==> src/rtl/ex_operand_stage_pkg.sv <==
// Shared constants for the ID/EX operand stage: default widths, ALU source
// encodings and the hard-wired zero register number.
package ex_operand_stage_pkg;

   localparam int DEFAULT_WIDTH  = 32;
   localparam int DEFAULT_ADDR_W = 5;

   localparam logic ALU_SRC_REG = 1'b0;
   localparam logic ALU_SRC_IMM = 1'b1;

   localparam logic [DEFAULT_ADDR_W-1:0] ZERO_REG = '0;

endpackage

==> src/rtl/ex_operand_stage_fwd_select.sv <==
// Combinational forwarding priority matcher for one source operand.
// Lowest matching source index wins; register 0 is never forwarded.
module fwd_select
   import ex_operand_stage_pkg::*;
#(
   parameter int WIDTH   = DEFAULT_WIDTH,
   parameter int ADDR_W  = DEFAULT_ADDR_W,
   parameter int NUM_FWD = 2
) (
   input  logic [ADDR_W-1:0]         addr,
   input  logic                      use_op,
   input  logic [WIDTH-1:0]          rf_value,
   input  logic [NUM_FWD-1:0]        fwd_valid,
   input  logic [NUM_FWD*ADDR_W-1:0] fwd_addr,
   input  logic [NUM_FWD-1:0]        fwd_ready,
   input  logic [NUM_FWD*WIDTH-1:0]  fwd_data,
   output logic [WIDTH-1:0]          value,
   output logic                      not_ready
);

   logic win_ready;
   logic matched;

   // Walk from the oldest source down so the youngest match is written last.
   always_comb begin
      value     = rf_value;
      win_ready = 1'b1;
      matched   = 1'b0;
      for (int i = NUM_FWD - 1; i >= 0; i--) begin
         if (fwd_valid[i] && (fwd_addr[i*ADDR_W +: ADDR_W] == addr) &&
             (addr != ADDR_W'(ZERO_REG))) begin
            value     = fwd_data[i*WIDTH +: WIDTH];
            win_ready = fwd_ready[i];
            matched   = 1'b1;
         end
      end
   end

   assign not_ready = use_op && matched && !win_ready;

endmodule

==> src/rtl/ex_operand_stage.sv <==
// ID/EX operand stage: forwarding resolution, load-use stall and EX pipeline
// register with valid/ready handshake. Optional bubble counter: EX_OPERAND_BUBBLE_CNT_EN.
module ex_operand_stage
   import ex_operand_stage_pkg::*;
#(
   parameter int WIDTH   = DEFAULT_WIDTH,
   parameter int NUM_FWD = 2,
   parameter int ADDR_W  = DEFAULT_ADDR_W
) (
   input  logic                      clk,
   input  logic                      reset_n,
   input  logic                      in_valid,
   output logic                      in_ready,
   input  logic [ADDR_W-1:0]         rs_addr,
   input  logic [ADDR_W-1:0]         rt_addr,
   input  logic                      use_rs,
   input  logic                      use_rt,
   input  logic [WIDTH-1:0]          rd1,
   input  logic [WIDTH-1:0]          rd2,
   input  logic [WIDTH-1:0]          ext_imm,
   input  logic                      alu_src,
   input  logic [NUM_FWD-1:0]        fwd_valid,
   input  logic [NUM_FWD*ADDR_W-1:0] fwd_addr,
   input  logic [NUM_FWD-1:0]        fwd_ready,
   input  logic [NUM_FWD*WIDTH-1:0]  fwd_data,
   input  logic                      flush,
   output logic                      out_valid,
   input  logic                      out_ready,
   output logic [WIDTH-1:0]          src_a,
   output logic [WIDTH-1:0]          src_b,
   output logic [WIDTH-1:0]          store_data,
   output logic                      hazard,
   output logic [31:0]               bubble_cnt
);

   logic [WIDTH-1:0] rs_value;
   logic [WIDTH-1:0] rt_value;
   logic             rs_not_ready;
   logic             rt_not_ready;
   logic             transfer;

   fwd_select #(.WIDTH(WIDTH), .ADDR_W(ADDR_W), .NUM_FWD(NUM_FWD)) u_rs_sel (
      .addr      (rs_addr),
      .use_op    (use_rs),
      .rf_value  (rd1),
      .fwd_valid (fwd_valid),
      .fwd_addr  (fwd_addr),
      .fwd_ready (fwd_ready),
      .fwd_data  (fwd_data),
      .value     (rs_value),
      .not_ready (rs_not_ready)
   );

   fwd_select #(.WIDTH(WIDTH), .ADDR_W(ADDR_W), .NUM_FWD(NUM_FWD)) u_rt_sel (
      .addr      (rt_addr),
      .use_op    (use_rt),
      .rf_value  (rd2),
      .fwd_valid (fwd_valid),
      .fwd_addr  (fwd_addr),
      .fwd_ready (fwd_ready),
      .fwd_data  (fwd_data),
      .value     (rt_value),
      .not_ready (rt_not_ready)
   );

   assign hazard   = in_valid && (rs_not_ready || rt_not_ready);
   assign in_ready = (!out_valid || out_ready) && !hazard && !flush;
   assign transfer = in_valid && in_ready;

   // Flush beats everything; a stalled slot with out_ready high drains to a bubble.
   always_ff @(posedge clk or negedge reset_n) begin
      if (!reset_n) begin
         out_valid  <= 1'b0;
         src_a      <= '0;
         src_b      <= '0;
         store_data <= '0;
      end else if (flush) begin
         out_valid <= 1'b0;
      end else if (transfer) begin
         out_valid  <= 1'b1;
         src_a      <= rs_value;
         src_b      <= (alu_src == ALU_SRC_IMM) ? ext_imm : rt_value;
         store_data <= rt_value;
      end else if (out_ready) begin
         out_valid <= 1'b0;
      end
   end

`ifdef EX_OPERAND_BUBBLE_CNT_EN
   logic [31:0] bubble_q;

   always_ff @(posedge clk or negedge reset_n) begin
      if (!reset_n) begin
         bubble_q <= '0;
      end else if (hazard && !flush && (!out_valid || out_ready) &&
                   (bubble_q != 32'hFFFF_FFFF)) begin
         bubble_q <= bubble_q + 32'd1;
      end
   end

   assign bubble_cnt = bubble_q;
`else
   assign bubble_cnt = '0;
`endif

endmodule

==> config.mk <==
export PLATFORM = sky130hd
export DESIGN_NAME = ex_operand_stage
export DESIGN_NICKNAME = d
export VERILOG_FILES = /design/src/rtl/ex_operand_stage_pkg.sv /design/src/rtl/ex_operand_stage_fwd_select.sv /design/src/rtl/ex_operand_stage.sv
export SDC_FILE = /design/constraint.sdc
export NUM_CORES = 1
export LEC_CHECK = 0
export CORE_MARGIN = 2
export CORE_UTILIZATION = 25
export CTS_BUF_LIST = sky130_fd_sc_hd__clkbuf_16
export DETAILED_ROUTE_END_ITERATION = 7
export GPL_TIMING_DRIVEN = 0
export PLACE_DENSITY = 0.6
export SYNTH_ARGS = -nofsm -noshare
export SYNTH_HDL_FRONTEND = slang
export SYNTH_HIERARCHICAL = 1
export SYNTH_SLANG_ARGS = --single-unit
==> constraint.sdc <==
create_clock -name clk -period 2.4 [get_ports clk]
set_input_delay 0.48 -clock clk [delete_from_list [all_inputs] [get_ports clk]]
set_output_delay 0.48 -clock clk [all_outputs]
set_load 0.01 [all_outputs]
==> impl_metrics.env <==
export IMPL_synth_compound_area_share_pct=7.25
export IMPL_synth_top_family_by_area="multiplexers"
export IMPL_clock_skew_ps=8.45
export IMPL_die_w_um=159
export IMPL_path_buf_inv=6
export IMPL_violations="setup timing"
export IMPL_num_rows=56
export IMPL_clock_fmax_mhz=359
export IMPL_cp_required_ps=2630
export IMPL_worstPathArrival_ps=3020
export IMPL_start_kind="input port"
export IMPL_slowest_delay_ps=290
export IMPL_synth_fa_ha_area_share_pct=0
export IMPL_drv_cap=0
export IMPL_synth_xor_area_share_pct=2.92
export IMPL_layout_drive_gt1_share_pct=27.5
export IMPL_start_util_pct=25.5
export IMPL_final_cell_mix="clkdlybuf4s50_1, nand2_1, dfrtp_1"
export IMPL_worst_setup_path_end_kind="flip-flop"
export IMPL_reg2reg_depth=5
export IMPL_ys_types=27
export IMPL_ir_drop_v=0.000309
export IMPL_crit_path_start="fwd_addr[2]"
export IMPL_clockRootBuffer="clkbuf_16"
export IMPL_grt_pass1_vias=5798
export IMPL_avgViaCountPerCell=4.50
export IMPL_path_depth=14
export IMPL_nets=1154
export IMPL_critPathKind="in -> reg"
export IMPL_status="finished, violations left"
export IMPL_synthSimpleGateAreaFrac_pct=14.6
export IMPL_firstDrtPassIters=5
export IMPL_ant_nets=0
export IMPL_drc=0
export IMPL_instances_no_fill=1286
export IMPL_yosys_register_bits=97
export IMPL_holdBufCountCts=0
export IMPL_antenna_found_initial=0
export IMPL_clock_path_buffers=2
export IMPL_dp_hpwl_mm=17.9
export IMPL_grt_overflow=0
export IMPL_fp_dieH_um=159
export IMPL_crit_family="simple AND/OR/NAND/NOR gates"
export IMPL_gp_congestion=0.873
export IMPL_r2r_start="out_valid$_DFFE_PN0P_"
export IMPL_ys_seq_area_share_pct=40.4
export IMPL_final_common_cell="clkdlybuf4s50_1"
export IMPL_setup_violations=99
export IMPL_path_common_cell="buf_6"
export IMPL_routedWlPerCell_um=19.0
export IMPL_grt_pass1_wl_mm=35.9
export IMPL_finalPower_w=0.00585
export IMPL_insertion_delay_ps=350
export IMPL_routed_via_count=5788
export IMPL_powerDensity_nw_per_um2=570
export IMPL_crit_fanout=8
export IMPL_relSlewSlack_pct=50.6
export IMPL_cts_tree="built"
export IMPL_yosysWarnings=6
export IMPL_dp_slack_ps=-1550
export IMPL_clk_pin_slew_ps=80
export IMPL_rsz0062_at_grt="true"
export IMPL_drt_initial_drc_count=308
export IMPL_die_area_um2=25300
export IMPL_slowest_stage="mux2_4"
export IMPL_leakage_nw=4.48
export IMPL_place_port_buffers=289
export IMPL_cts_sinks=97
export IMPL_finalSetupTns_ps=-31320
export IMPL_postSynthAreaPerCell_um2=9.87
export IMPL_worst_hold_slack_ps=136
export IMPL_placedCellCount=1248
export IMPL_seqCellArea_um2=2430
export IMPL_grt_max_degree=50
export IMPL_finalCriticalPeriod_ps=2780
export IMPL_muxShareOfSynthArea_pct=25.8
export IMPL_antenna_cells=0
export IMPL_worst_slack_ps=-384
export IMPL_syn_area_um2=6000
export IMPL_core_area_um2=23500
export IMPL_track_usage_pct=18.6
export IMPL_cts_buffers=9
export IMPL_htreeDepth=3
export IMPL_crit_chain="buf_2, xor2_2, nor4_2, nand4_1, buf_6, nor3b_2, o21a_1, nor2_4, buf_4, buf_6, nand4b_4, buf_12, clkbuf_16, mux2_4"
export IMPL_hold_violations=0
export IMPL_io_pin_count=323
export IMPL_finalMaxSlewViolations=0
export IMPL_fillers=2363
export IMPL_multi_input_area_um2=3280
export IMPL_wirelength_mm=24.4
export IMPL_synthCells=608
export IMPL_hp_class="in -> async"
export IMPL_tightest_slew_ps=741
export IMPL_period_share_pct=116
export IMPL_syn_to_final_growth_pct=70.8
-- synthesized netlist by cell type --
library cell    n  share of area, %
nor4_1          4              0.42
nand2_1       132               8.3
buf_6          10               1.9
nand4_1         2              0.21
o21a_1          2              0.25
mux2_1          5              0.94
nor4_2          2              0.42
o21ai_0         1             0.083
nor2_1         66               4.1
dfrtp_1        97                40
a31oi_1        64               6.7
inv_1           4              0.25
mux2_4         29               7.3
xor2_1         18               2.6
and2_1          2              0.21
buf_4          38               4.8
nor2b_1         1              0.10
nand4b_2        1              0.25
conb_1          1             0.062
clkbuf_1        5              0.31
buf_2          21               1.8
nor2_2          1              0.10
mux2_2         94                18
xnor2_1         2              0.29
a211oi_1        2              0.25
nand2b_1        1              0.10
nor3b_1         3              0.38
-- worst register-to-register path, delay by kind of cell (launching register included) --
| family | cells | cell delay (ps) |
|---|---|---|
| buffers and inverters | 2 | 420 |
| flip-flops | 1 | 380 |
| multiplexers | 1 | 290 |
| AND/OR/NAND/NOR | 2 | 390 |
-- report_power, final --
part	internal, W	leakage (nW)	switching, W	total (W)
Combinational	0.00142	3.21	0.000822	0.00224
Clock	0.000722	0.131	0.000724	0.00145
Sequential	0.00198	1.14	0.000178	0.00216
Total	0.00412	4.48	0.00172	0.00585
-- routing by layer --
layer	up-vias	GRT usage, %	routed length (um)
met5	-	0	0
met3	32	4.79	1930
met2	278	30.6	11400
met4	0	5.95	507
met1	2755	24.1	10600
li1	2723	-	-
-- metrics by stage --
step / cell area, um^2 / utilization, %
2_1_floorplan: 6130 / -
3_3_place_gp: 9430 / 40.0
3_5_place_dp: 9450 / 40.1
4_1_cts: 9950 / 42.3
5_1_grt: 10300 / 43.5
6_report: 10300 / 43.5
-- logic make-up (layout without fill, tap and decap cells) --
| logic type | count (synthesis) | after routing |
|---|---|---|
| xor+xnor | 20 | 20 |
| mux | 128 | 128 |
| simple gates | 215 | 215 |
| compound gates | 69 | 69 |
| buf+inv | 78 | 406 |
| other cells | 1 | 32 |
| flops | 97 | 97 |
-- state kept, by name, indices dropped and copies added, names as in the netlist --
register and count:
src_b 32, out_valid 1, src_a 32, store_data 32
-- repair_timing --
item | CTS | global route
pin swaps | 16 | 11
gates cloned | 0 | 6
setup buffers | 14 | 3
resized for setup | 102 | 32
endpoints found under the setup margin | 99 | 99
-- final cells by class --
cell class	count	share of cell area, %
Multi-Input combinational cell	464	32.0
Timing Repair Buffer	313	31.5
Sequential cell	97	23.7
Buffer	73	6.09
Tap cell	319	3.89
Clock buffer	9	2.20
Clock inverter	7	0.586
Inverter	4	0.146
-- final timing paths --
path / end / slack (ps)
setup / recovery: src_b[29]$_DFFE_PN0P_ / -380
hold / removal: src_b[5]$_DFFE_PN0P_ / 140
setup reg to reg: src_b[29]$_DFFE_PN0P_ / 810
hold reg to reg: src_a[23]$_DFFE_PN0P_ / 510
max in group asynchronous: src_b[16]$_DFFE_PN0P_ / 1560
min in group clk: src_a[23]$_DFFE_PN0P_ / 510
No activity file was read; power rests on OpenSTA's default activity.
